`src/rtl/tank_bullet_if.sv`:
```
// tank_bullet_if: tank/keyboard inputs and bullet outputs of the projectile stage.
// slave = projectile stage, master = its driver.
interface tank_bullet_if;
    logic [31:0]       keycode;
    logic [9:0]        TankX;
    logic [9:0]        TankY;
    logic signed [7:0] sin;
    logic signed [7:0] cos;
    logic              Hit;
    logic [9:0]        BulletX;
    logic [9:0]        BulletY;
    logic [9:0]        BulletS;
    logic              BulletActive;
    logic              Fired;

    modport master (
        output keycode, TankX, TankY, sin, cos, Hit,
        input  BulletX, BulletY, BulletS, BulletActive, Fired
    );

    modport slave (
        input  keycode, TankX, TankY, sin, cos, Hit,
        output BulletX, BulletY, BulletS, BulletActive, Fired
    );
endinterface

```
`src/rtl/tank_bullet.sv`:
```
// tank_bullet: one-shot projectile with lifetime, hit retire and cooldown.
// Define TANK_BULLET_BOUNCE_EN to reflect off edges instead of retiring.
module tank_bullet #(
    parameter logic [7:0] FIRE_KEY        = 8'h2C,
    parameter int         SPEED           = 4,
    parameter int         LIFE_FRAMES     = 240,
    parameter int         COOLDOWN_FRAMES = 15,
    parameter int         X_MIN           = 0,
    parameter int         X_MAX           = 639,
    parameter int         Y_MIN           = 0,
    parameter int         Y_MAX           = 479,
    parameter int         BULLET_SIZE     = 2
) (
    input logic         frame_clk,
    input logic         Reset,
    tank_bullet_if.slave bus
);

    localparam int LW = $clog2(LIFE_FRAMES + 1);
    localparam int CW = $clog2(COOLDOWN_FRAMES + 1);
    localparam logic [LW-1:0] LIFE_INIT = LW'(LIFE_FRAMES);
    localparam logic [CW-1:0] CD_INIT   = CW'(COOLDOWN_FRAMES);
    localparam logic signed [15:0] SPD  = 16'(SPEED);
    localparam logic signed [10:0] X_LO = 11'(X_MIN + BULLET_SIZE);
    localparam logic signed [10:0] X_HI = 11'(X_MAX - BULLET_SIZE);
    localparam logic signed [10:0] Y_LO = 11'(Y_MIN + BULLET_SIZE);
    localparam logic signed [10:0] Y_HI = 11'(Y_MAX - BULLET_SIZE);

    typedef enum logic [1:0] {IDLE, FLYING, COOLDOWN} state_t;

    state_t            state, state_nx;
    logic [9:0]        bx, by;
    logic signed [7:0] vx, vy;
    logic [LW-1:0]     life;
    logic [CW-1:0]     cd;
    logic              fire_prev, fired;
    logic              fire_now, fire_edge;
    logic signed [15:0] px, py;
    logic signed [7:0]  vx_new, vy_new;
    logic signed [10:0] nx, ny;
    logic              x_out, y_out;

    always_comb begin
        fire_now = 1'b0;
        for (int i = 0; i < 4; i++) begin
            if (bus.keycode[8*i +: 8] == FIRE_KEY) fire_now = 1'b1;
        end
    end

    assign fire_edge = fire_now & ~fire_prev;

    // Floor toward -inf: arithmetic shift of the signed product.
    assign px     = $signed({{8{bus.cos[7]}}, bus.cos}) * SPD;
    assign py     = $signed({{8{bus.sin[7]}}, bus.sin}) * SPD;
    assign vx_new = 8'(px >>> 6);
    assign vy_new = 8'(py >>> 6);

    assign nx    = $signed({1'b0, bx}) + $signed({{3{vx[7]}}, vx});
    assign ny    = $signed({1'b0, by}) + $signed({{3{vy[7]}}, vy});
    assign x_out = (nx < X_LO) || (nx > X_HI);
    assign y_out = (ny < Y_LO) || (ny > Y_HI);

    always_ff @(posedge frame_clk or negedge Reset) begin
        if (!Reset) state <= IDLE;
        else        state <= state_nx;
    end

    always_comb begin
        state_nx = state;
        unique case (state)
            IDLE: begin
                if (fire_edge) state_nx = FLYING;
            end
            FLYING: begin
                if (bus.Hit)              state_nx = COOLDOWN;
                else if (life == LW'(1))  state_nx = COOLDOWN;
`ifndef TANK_BULLET_BOUNCE_EN
                else if (x_out || y_out)  state_nx = COOLDOWN;
`endif
            end
            COOLDOWN: begin
                if (cd <= CW'(1)) state_nx = IDLE;
            end
            default: state_nx = IDLE;
        endcase
    end

    always_ff @(posedge frame_clk or negedge Reset) begin
        if (!Reset) begin
            bx        <= '0;
            by        <= '0;
            vx        <= '0;
            vy        <= '0;
            life      <= '0;
            cd        <= '0;
            fire_prev <= 1'b1;
            fired     <= 1'b0;
        end else begin
            fire_prev <= fire_now;
            fired     <= 1'b0;
            unique case (state)
                IDLE: begin
                    if (fire_edge) begin
                        bx    <= bus.TankX;
                        by    <= bus.TankY;
                        vx    <= vx_new;
                        vy    <= vy_new;
                        life  <= LIFE_INIT;
                        fired <= 1'b1;
                    end
                end
                FLYING: begin
                    if (state_nx == COOLDOWN) begin
                        cd <= CD_INIT;
                    end else begin
                        life <= life - LW'(1);
`ifdef TANK_BULLET_BOUNCE_EN
                        if (x_out) vx <= -vx;
                        else       bx <= nx[9:0];
                        if (y_out) vy <= -vy;
                        else       by <= ny[9:0];
`else
                        bx <= nx[9:0];
                        by <= ny[9:0];
`endif
                    end
                end
                COOLDOWN: begin
                    if (cd != '0) cd <= cd - CW'(1);
                end
                default: ;
            endcase
        end
    end

    always_comb begin
        bus.BulletActive = (state == FLYING);
        bus.Fired        = fired;
        bus.BulletX      = bx;
        bus.BulletY      = by;
        bus.BulletS      = 10'(BULLET_SIZE);
    end

endmodule
```
`src/flat_wrapper.sv`:
```
// flat-port wrapper written by rule: the top's interface ports become plain ports
module tank_bullet_flat 
#(
    parameter logic [7:0] FIRE_KEY        = 8'h2C,
    parameter int         SPEED           = 4,
    parameter int         LIFE_FRAMES     = 240,
    parameter int         COOLDOWN_FRAMES = 15,
    parameter int         X_MIN           = 0,
    parameter int         X_MAX           = 639,
    parameter int         Y_MIN           = 0,
    parameter int         Y_MAX           = 479,
    parameter int         BULLET_SIZE     = 2
)
  (frame_clk, Reset, bus_keycode, bus_TankX, bus_TankY, bus_sin, bus_cos, bus_Hit, bus_BulletX, bus_BulletY, bus_BulletS, bus_BulletActive, bus_Fired);
  tank_bullet_if bus_i ();
  input logic frame_clk;
  input logic Reset;
  input wire logic [$bits(bus_i.keycode)-1:0] bus_keycode;
  input wire logic [$bits(bus_i.TankX)-1:0] bus_TankX;
  input wire logic [$bits(bus_i.TankY)-1:0] bus_TankY;
  input wire logic [$bits(bus_i.sin)-1:0] bus_sin;
  input wire logic [$bits(bus_i.cos)-1:0] bus_cos;
  input wire logic [$bits(bus_i.Hit)-1:0] bus_Hit;
  output wire logic [$bits(bus_i.BulletX)-1:0] bus_BulletX;
  output wire logic [$bits(bus_i.BulletY)-1:0] bus_BulletY;
  output wire logic [$bits(bus_i.BulletS)-1:0] bus_BulletS;
  output wire logic [$bits(bus_i.BulletActive)-1:0] bus_BulletActive;
  output wire logic [$bits(bus_i.Fired)-1:0] bus_Fired;
  assign bus_i.keycode = bus_keycode;
  assign bus_i.TankX = bus_TankX;
  assign bus_i.TankY = bus_TankY;
  assign bus_i.sin = bus_sin;
  assign bus_i.cos = bus_cos;
  assign bus_i.Hit = bus_Hit;
  assign bus_BulletX = bus_i.BulletX;
  assign bus_BulletY = bus_i.BulletY;
  assign bus_BulletS = bus_i.BulletS;
  assign bus_BulletActive = bus_i.BulletActive;
  assign bus_Fired = bus_i.Fired;
  tank_bullet #(.FIRE_KEY(FIRE_KEY), .SPEED(SPEED), .LIFE_FRAMES(LIFE_FRAMES), .COOLDOWN_FRAMES(COOLDOWN_FRAMES), .X_MIN(X_MIN), .X_MAX(X_MAX), .Y_MIN(Y_MIN), .Y_MAX(Y_MAX), .BULLET_SIZE(BULLET_SIZE)) u_core (.frame_clk(frame_clk), .Reset(Reset), .bus(bus_i));
endmodule
```
`config.mk`:
```
export PLATFORM = sky130hd
export DESIGN_NAME = tank_bullet_flat
export DESIGN_NICKNAME = d
export VERILOG_FILES = /design/src/rtl/tank_bullet_if.sv /design/src/rtl/tank_bullet.sv /design/src/flat_wrapper.sv
export SDC_FILE = /design/constraint.sdc
export NUM_CORES = 1
export LEC_CHECK = 0
export CAP_MARGIN = 0
export CORE_ASPECT_RATIO = 1.5
export CORE_MARGIN = 10
export CORE_UTILIZATION = 49
export DETAILED_ROUTE_END_ITERATION = 7
export HOLD_SLACK_MARGIN = 0.1
export MAX_ROUTING_LAYER = met4
export PLACE_DENSITY = 0.82
export SLEW_MARGIN = 15
export SYNTH_ARGS = -nofsm -noshare
export SYNTH_HDL_FRONTEND = slang
export SYNTH_SLANG_ARGS = --single-unit
```
`constraint.sdc`:
```
create_clock -name frame_clk -period 3.45 [get_ports frame_clk]
set_clock_uncertainty 0.1 [all_clocks]
set_input_delay 0.345 -clock frame_clk [delete_from_list [all_inputs] [get_ports frame_clk]]
set_output_delay 0.345 -clock frame_clk [all_outputs]
set_load 0.005 [all_outputs]
```
**Word-level counts from Yosys, hierarchy flattened**

Cells that the tools add are included.

- Output and inout port bits: 32
- Register bits after elaboration: 44
- Logic and storage cells: 66
- Bits of input ports: 71

- Magnitude comparators: 5
- Equality and inequality tests: 12
- Mux-type cells: 24
- $add $sub $neg: 4
- Bitwise logic cells: 2
- Reduce and logical (&&, ||, !) cells: 10

Operator list:

| kind | count |
|---|---|
| $mux 10 | 4 |
| $pmux 10 s2 | 2 |
| $eq 8x6->1 const B | 4 |
| $add 11x4->11 | 2 |
| $lt 11x3->1 const B | 2 |
| $mux 8 | 2 |
| $pmux 8 s2 | 1 |
| $gt 11x10->1 const B | 1 |
| $gt 11x11->1 const B | 1 |
| $mux 2 | 5 |
| $eq 8x1->1 const B | 1 |
| $mux 4 | 2 |
| $pmux 4 s2 | 1 |
| $sub 8x1->8 const B | 1 |
| $mux 1 | 6 |
| $ne 2x1->1 const B | 3 |
| $pmux 2 s3 | 1 |
| $reduce_and 3->1 | 2 |
| $eq 2x2->1 const B | 2 |
| $le 4x1->1 const B | 1 |
| $reduce_bool 2->1 | 2 |
| $reduce_bool 4->1 | 1 |
| $sub 4x1->4 const B | 1 |
| $logic_or 1x1->1 | 3 |
| 6 further kinds | 6 |

**Depth between registers and ports, before layout**

Gate-level depths: netlist of the first run.

- Depth after elaboration: 11
- Mapped depth: 14
- Mapped depth without buffers: 12

**Worst setup path after synthesis of the first run**

OpenSTA, ideal clock, no wires.

- Path kind: reg2reg
- Start point: register u_core.bx[0] (netlist: u_core.bus.BulletX[0])
- End point: register u_core.bx[7] (netlist: u_core.bus.BulletX[7])
- Cell stages (with the launch flop): 14
- Setup time: 0.125 ns
- Clock period less this slack: 3.186 ns
- Buffers on the path: 1
- Data required time: 3.225 ns
- Path slack: 0.264 ns
- Data arrival time: 2.961 ns
- Path through: dfrtp_1 ha_1 inv_1 fa_1 nand2b_1 a211oi_2 o21ai_0 a2111oi_0 a31oi_1 a31o_4 nand4_4 and2_4 buf_6 mux2_4

- Word-level cells in the longest chain between the ends: 11
- Elaborated cells between the ends (all ways): 14
- Classes of those cells: 1 x add/sub; 2 x order compare; 2 x eq/ne; 6 x mux; 3 x reduce/logical

RTL lines:

| element | line | RTL |
|---|---|---|
| from (decl) | tank_bullet.sv:32 | `logic [9:0] bx, by;` |
| from (signal assigned) | tank_bullet.sv:104 | `bx <= bus.TankX;` |
| from (signal assigned) | tank_bullet.sv:123 | `bx <= nx[9:0];` |
| $add 11x4->11 * | tank_bullet.sv:58 | `assign nx = $signed({1'b0, bx}) + $signed({{3{vx[7]}}, vx});` |
| $lt 11x3->1 or $gt 11x11->1 (tied branches) | tank_bullet.sv:60 | `assign x_out = (nx < X_LO) \|\| (nx > X_HI);` |
| $logic_or 1x1->1 | tank_bullet.sv:60 |  |
| $logic_or 1x1->1 | tank_bullet.sv:78 | `else if (x_out \|\| y_out) state_nx = COOLDOWN;` |
| $mux 2 | tank_bullet.sv:78 |  |
| $mux 2 | tank_bullet.sv:76 | `else if (life == LW'(1)) state_nx = COOLDOWN;` |
| $mux 2 | tank_bullet.sv:75 | `if (bus.Hit) state_nx = COOLDOWN;` |
| $pmux 2 s3 | tank_bullet.sv:70 | `unique case (state)` |
| $eq 2x2->1 | tank_bullet.sv:113 | `if (state_nx == COOLDOWN) begin` |
| $ne 2x2->1 (no source line) | -- |  |
| $reduce_and 3->1 (no source line) | -- |  |

Every way passes the cells marked *; elsewhere a longest branch is shown, timed or not. The select of a mux whose other input is x is not followed.
A chain may end at the register's enable or synchronous reset.

**Worst setup path after layout of the first run**

- Start point: register u_core.vx[0]
- End point: register u_core.life[4]

- Word-level cells in the longest chain between the ends: 11
- Elaborated cells between the ends (all ways): 12
- Classes of those cells: 1 x add/sub; 2 x order compare; 2 x eq/ne; 4 x mux; 3 x reduce/logical

RTL lines:

| element | line | RTL |
|---|---|---|
| from (decl) | tank_bullet.sv:33 | `logic signed [7:0] vx, vy;` |
| from (signal assigned) | tank_bullet.sv:106 | `vx <= vx_new;` |
| $add 11x4->11 * | tank_bullet.sv:58 |  |
| $lt 11x3->1 or $gt 11x11->1 (tied branches) | tank_bullet.sv:60 |  |
| $logic_or 1x1->1 * | tank_bullet.sv:60 |  |
| $logic_or 1x1->1 * | tank_bullet.sv:78 |  |
| $mux 2 * | tank_bullet.sv:78 |  |
| $mux 2 * | tank_bullet.sv:76 |  |
| $mux 2 * | tank_bullet.sv:75 |  |
| $pmux 2 s3 * | tank_bullet.sv:70 |  |
| $eq 2x2->1 * | tank_bullet.sv:113 |  |
| $ne 2x2->1 (no source line) * | -- |  |
| $reduce_and 3->1 (no source line) * | -- |  |
| to (signal assigned) | tank_bullet.sv:116 | `life <= life - LW'(1);` |
| to (decl) | tank_bullet.sv:34 | `logic [LW-1:0] life;` |

Every way passes the cells marked *; elsewhere a longest branch is shown, timed or not.

==> results.md, run 1 <==
- Post-synth EDFFs: 0
- Worst Tran Pin Value: ~0.99 ns
- DR DRC count: 0
- GRT Overall Usage: roughly 19%
- Ant. Diodes: 0
- CP bufs+invs: 4
- CTS tree: done
- Synthesized cell area: approximately 3600 um2
- Cts hold-fix bufs: 0
- Run status: finished, final reports clean
- Reg-to-reg setup timing slack: 0.13 ns
- Crit-path max FO: 20
- Worst path required time: ~3.6 ns
- Area leader, netlist: dfrtp_1
- Top post-synthesis cells by area: dfrtp_1, ha_1, mux2i_1
- RD Place Congestion: 0.942
- Count leader, synth: nand2_1
- Post-synthesis register bit count: 44
- Max Cap Viol: 0
- Ys Warns: 0
- Fill cells: 561
- CP max-delay cell: dfrtp_1
- Hold/Removal Path Class: input port to asynchronous set/reset pin
- Setup-failing EPs final: 0
- Fraction of layout cells with a size suffix above 1: 14.7%
- Reg2reg end: u_core.life[4]$_DFFE_PN0P_
- Max-slew violation count: 0
- Die height: around 120 um
- Final hold vios: 0
- DR pass1 iterations: 4
- Multi-input logic area: between 2000 and 2500 um2
- WS Path Type: register to register
- DP Area: between 4000 and 5000 um2
- Core Box Area: between 7000 and 8000 um2
- Syn Inst Count: between 300 and 400
- Initial Utilization: between 40% and 50%
- Clock sinks: between 40 and 50
- WP data arrival: between 3 and 4 ns
- Top cell type's share of synthesized area: 30.2%
- Critical Path, Cell by Cell: ha_1 > inv_1 > fa_2 > nand2b_4 > a211oi_4 > buf_4 > and4b_1 > nor3_2 > buf_4 > a31oi_2 > a31o_4 > nand4_4 > buf_12 > a2111oi_4 > mux2i_1
- First-pass GRT wire length: about 16000 um
- Delay-heaviest family, CP: compound AO/OA/AOI/OAI gates
- Sequential Area: roughly 1100 um2
- Final WL: between 10000 and 15000 um
- Largest net degree at the start of global routing: 45
- Routed WL per cell: 17.2 um
- DRT iter0 DRCs: around 210
- Vias in the first global route: 3471
- Die Area: around 11000 um2
- Post-synthesis sequential area ratio: 30.9%
- Post-route ant nets: 0
- Worst reg2reg startpoint: u_core.vx[0]$_DFFE_PN0P_
- F_max: between 300 and 400 MHz
- Post-DP HPWL: approximately 7900 um
- Design area: roughly 4800 um2
- Ys async rst share: 100%
- Antenna violations before repair: 0
- CTS Buf Count: 5
- Longest Clk Path Bufs: 2
- Top cells by count, synth: nand2_1, dfrtp_1, ha_1, nor2_1, o21ai_0
- Synth cell types: 67
- Chip Width: between 80 and 90 um
- Crit end category: register
- CP peak stage delay: 0.37 ns
- Ports: slightly above 100
- Nets: between 500 and 600
- Hold_ws: approximately 0.10 ns
- Worst vdd ir: about 320 uV
- Worst Reg2Reg Path Length in Cells: 15
- Clock slew at reported path FFs: 0.09 ns
- Period utilization: 96.3%
- Num rows: 38
- Port buffer count: 84
- H-tree depth: 2
- Vias: between 3000 and 4000
- Layout area overhead: 34.5%
- Fin cells: just under 600
- Via density: about 5.6
- Setup TNS: 0 ns
- Total grt overflow: 0
- Rel. slew slack: 33.5%
- Power Density: about 750 nW/um2
- Final Critical Period: 3.32 ns
- Syn_area_per_cell: a little over 9 um2
- Prevailing post-synth register cell: dfrtp_1
- Cell mode on critical path: buf_4
- Leakage: about 2.1 nW
- Worst setup SP type: register
- Placed insts: slightly below 600
- CTS root buffer: clkbuf_8
- Later-pin clock latency in the skew report: around 0.3 ns
per-stage QoR:
stage          power [W]  util (%)  worst slack, ns
3_3_place_gp     0.00288      63.6           0.0419
6_report         0.00358      66.8            0.128
5_1_grt          0.00385      66.8          -0.0373
3_5_place_dp     0.00298      63.6          -0.0922
4_1_cts          0.00342      65.3          0.00159
2_1_floorplan    0.00226         -            0.264
power by group:
part	internal (W)	total [W]	leakage, nW	switching, W
clock	0.000215	0.000400	0.0552	0.000185
sequential	0.000696	0.000883	0.545	0.000186
combinational	0.00108	0.00230	1.52	0.00121
area by class of cell:
cell class	count	share of cell area, %
inverters	24	1.88
multi-input cells	313	49.2
repair buffers	106	21.1
clock inverters	2	0.730
clock buffers	6	1.51
well taps	100	2.61
flip-flops and latches	44	23.0
kinds of logic (layout without fill, tap and decap cells):
kind of cell / after synthesis / in the layout / synth area share [%]
simple gates: 138 / 139 / 20.0
mux: 30 / 30 / 9.78
fa+ha+maj: 30 / 30 / 10.9
compound gates: 91 / 91 / 18.5
flops: 44 / 44 / 30.9
other cells: 2 / 10 / 0.210
buf+inv: 46 / 138 / 6.45
xor+xnor: 13 / 13 / 3.19
worst reg2reg max path, delay by kind of cell (launching register included):
family | cells | cell delay, ns
mux | 1 | 0.22
flops | 1 | 0.37
buf+inv | 4 | 0.56
simple gates | 4 | 0.55
compound gates | 4 | 0.92
fa+ha+maj | 2 | 0.53
layout by cell type (no fill, tap or decap), types with 5 or more instances in the layout:
cell type / netlist / routed
nand3_1: 21 / 21
nand4_1: 5 / 5
o21ai_0: 25 / 24
mux2_2: 5 / 5
nand2_1: 47 / 47
clkbuf_8: 0 / 5
clkdlybuf4s50_1: 0 / 83
ha_1: 28 / 28
a21oi_1: 20 / 20
nor2_1: 27 / 27
inv_1: 24 / 24
dfrtp_1: 43 / 43
xor2_1: 8 / 8
conb_1: 2 / 10
buf_4: 11 / 21
mux2i_1: 18 / 18
mux2_4: 6 / 6
worst max path at each step:
stage                                        endpoint                         startpoint  cells past startpoint
floorplan           u_core.bus.BulletX[7]$_DFFE_PN0P_  u_core.bus.BulletX[0]$_DFFE_PN0P_                     13
global placement           u_core.life[4]$_DFFE_PN0P_  u_core.bus.BulletY[0]$_DFFE_PN0P_                     12
detailed placement         u_core.life[4]$_DFFE_PN0P_  u_core.bus.BulletY[0]$_DFFE_PN0P_                     12
CTS                        u_core.life[4]$_DFFE_PN0P_           u_core.vx[0]$_DFFE_PN0P_                     15
global route               u_core.life[3]$_DFFE_PN0P_  u_core.bus.BulletX[0]$_DFFE_PN0P_                     14
finish                     u_core.life[4]$_DFFE_PN0P_           u_core.vx[0]$_DFFE_PN0P_                     15
flip-flops by register name, summed over array words and instances, names as in the netlist:
signal / count
u_core.vx: 4
u_core.vy: 4
u_core.life: 8
u_core.state: 2
u_core.fire_prev: 1
u_core.cd: 4
u_core.bus.BulletY: 10
u_core.bus.BulletX: 10
u_core.bus.Fired: 1
routing by layer:
metal | share of wire, % | GRT usage, % | up-vias
met5 | 0 | - | -
met4 | 4.0 | 9.49 | 0
met3 | 4.2 | 2.23 | 40
met2 | 57 | 33.7 | 94
met1 | 35 | 18.2 | 1608
li1 | - | - | 1599
what timing repair did:
item                       CTS  global route
cloned                       0             1
setup endpoints to repair    3            33
buffers inserted             2             1
hold endpoints to repair     0             0
gates resized for setup      1            19
pin swaps                    1             5
Note: power is estimated with default switching activity, not from simulation.
==> run 2, diff against run 1 <==
--- a/config.mk
+++ b/config.mk
@@ -7,7 +7,6 @@
 export LEC_CHECK = 0
 export CAP_MARGIN = 0
 export CORE_ASPECT_RATIO = 1.5
-export CORE_MARGIN = 10
 export CORE_UTILIZATION = 49
 export DETAILED_ROUTE_END_ITERATION = 7
 export HOLD_SLACK_MARGIN = 0.1
==> results.md, run 2 (synthesis results as in run 1) <==
- DRT iter0 DRCs: 177 (-15%)
- Most common cell after layout, fill and taps aside: clkdlybuf4s50_1
- Vias in the first global route: 3342 (-3.7%)
- Met1 wire length: 3540 um (-1.5%)
- Run status: finished, final reports clean
- DR pass1 iterations: 4 (unchanged)
- F_max: 294 MHz (-2.2%)
- Chip Width: 71.7 um (-20%)
- Fill cells: 547 (-2.5%)
- Cts hold-fix bufs: 0 (unchanged)
- H-tree depth: 2 (unchanged)
- DR DRC count: 0 (unchanged)
- Hold/Removal Path Class: input port to asynchronous set/reset pin
- Die height: 107 um (-14%)
- RSZ-0062 raised after global routing: yes
- Via density: 5.75 (+2.4%)
- Post-DP HPWL: 6960 um (-12%)
- Core Box Area: 6940 um2 (-3.3%)
- Die Area: 7630 um2 (-32%)
- Worst setup SP type: register
- Nets: 599 (+0.67%)
- Final WL: 9270 um (-9.7%)
- WS Path Type: register to register
- Max-slew violation count: 0 (unchanged)
- Final hold vios: 0 (unchanged)
- Total grt overflow: 0 (unchanged)
- Top routing layer in use: met4
- Antenna violations before repair: 0 (unchanged)
- Max Cap Viol: 0 (unchanged)
- RD Place Congestion: 0.929 (-1.3%)
- Fraction of layout cells with a size suffix above 1: 15.3% (+0.51 points)
- Ant. Diodes: 0 (unchanged)
- Num rows: 37 (-2.6%)
- Setup-failing EPs final: 0 (unchanged)
- Worst reg2reg startpoint: u_core.bus.BulletX[0]$_DFFE_PN0P_
- CTS Buf Count: 5 (unchanged)
- Ports: 103 (unchanged)
- WP data arrival: 3.49 ns (+0.05 ns)
- CTS tree: done
- Power Density: 736 nW/um2 (-1.4%)
- Routed met3 length: 299 um (-31%)
- Period utilization: 98.4% (+2.1 points)
- Post-route ant nets: 0 (unchanged)
- Leakage: 2.12 nW (+0.25%)
- Placed insts: 566 (-2.9%)
- Largest net degree at the start of global routing: 45 (unchanged)
- Longest Clk Path Bufs: 2 (unchanged)
- Worst Tran Pin Value: 1.01 ns (+0.0138 ns)
- First-pass GRT wire length: 14800 um (-8.4%)
- CTS root buffer: clkbuf_8
- Clock sinks: 44 (unchanged)
- Initial Utilization: 51.4% (+1.7 points)
- Worst Reg2Reg Path Length in Cells: 13 (-2)
- GRT Overall Usage: 25.3% (+6.7 points)
- Rel. slew slack: 32.8% (-0.71 points)
- Crit-path max FO: 7 (-65%)
- Routed wire length on met2: 5090 um (-13%)
- Later-pin clock latency in the skew report: 0.30 ns (about the same)
- Clock slew at reported path FFs: 0.09 ns (about the same)
- Layout area overhead: 34.4% (about the same)
- Most frequent cells in the layout: clkdlybuf4s50_1, nand2_1, dfrtp_1
- Fin cells: 576 (-3.2%)
- Final Critical Period: 3.40 ns (+0.0741 ns)
- Crit end category: register
- Reg-to-reg setup timing slack: 0.05 ns (-0.07 ns)
- Port buffer count: 84 (unchanged)
- Reg2reg end: u_core.bus.BulletX[3]$_DFFE_PN0P_
- Worst vdd ir: 255 uV (-19%)
- Routed WL per cell: 16.1 um (-6.7%)
- Worst path required time: 3.54 ns (-0.03 ns)
- Setup TNS: 0 ns (unchanged)
- Vias: 3313 (-0.84%)
[run 2: final cells by class]
| type | instances | area, um2 | area share [%] |
|---|---|---|---|
| multi-input combinational | 313 | 2380 | 49.5 |
| sequential | 44 | 1100 | 23.0 |
| timing repair buffer | 110 | 1030 | 21.6 |
| tap | 78 | 97.6 | 2.03 |
| clock buffer | 7 | 96.3 | 2.01 |
| inverter | 24 | 90.1 | 1.88 |
[run 2: how the worst max path moves through the flow]
stage	to	slack [ns]	from	cells after the start
4_1_cts	u_core.bus.BulletX[3]$_DFFE_PN0P_	0.02	u_core.bus.BulletX[0]$_DFFE_PN0P_	13
5_1_grt	u_core.bus.BulletX[3]$_DFFE_PN0P_	-0.02	u_core.bus.BulletX[0]$_DFFE_PN0P_	13
6_report	u_core.bus.BulletX[3]$_DFFE_PN0P_	0.05	u_core.bus.BulletX[0]$_DFFE_PN0P_	13
3_5_place_dp	u_core.bus.BulletX[3]$_DFFE_PN0P_	-0.13	u_core.bus.BulletX[0]$_DFFE_PN0P_	13
3_3_place_gp	u_core.bus.BulletX[2]$_DFFE_PN0P_	-0.01	u_core.bus.BulletX[0]$_DFFE_PN0P_	13
2_1_floorplan	u_core.bus.BulletX[7]$_DFFE_PN0P_	0.26	u_core.bus.BulletX[0]$_DFFE_PN0P_	13
[run 2: metal layers]
layer | track usage (%) | vias to the layer above
met2 | 45.4 | 94
met4 | 12.3 | 0
li1 | - | 1596
met1 | 26.5 | 1593
met3 | 3.79 | 30
met5 | - | -
[run 2: power breakdown]
part           switching [W]  total (W)  leakage [nW]  internal (W)
Clock               0.000182   0.000360        0.0503      0.000179
Combinational        0.00120    0.00229          1.53       0.00108
Sequential          0.000187   0.000883         0.545      0.000696
[run 2: metrics by stage]
stage | total power [W] | worst slack (ns) | hold WS (ns) | util, % | instance area, um2
after detailed placement | 0.00298 | -0.127 | 0.374 | 65.9 | 4580
final | 0.00353 | 0.0536 | 0.106 | 69.1 | 4800
after CTS | 0.00339 | 0.0151 | 0.139 | 67.5 | 4690
after global routing | 0.00379 | -0.0224 | 0.198 | 69.1 | 4800
after floorplan | 0.00226 | 0.264 | -0.0506 | - | 3600
after global placement | 0.00290 | -0.00957 | 0.367 | 65.9 | 4580
[run 2: critical path, stage by stage (launching register included)]
cell,delay [ns]
dfrtp_1,0.40
ha_1,0.22
inv_1,0.08
fa_2,0.22
nand2b_4,0.15
a211oi_4,0.07
buf_4,0.15
or3_1,0.38
a2111oi_4,0.42
a31oi_2,0.14
a31o_4,0.24
nand4_4,0.10
and2_4,0.26
mux2_2,0.37
[run 2: timing repair]
action | in CTS | in global routing
setup endpoints to repair | 27 | 27
pin swaps | 2 | 6
buffers inserted | 1 | 1
resized for setup | 2 | 16
gates cloned | 0 | 1
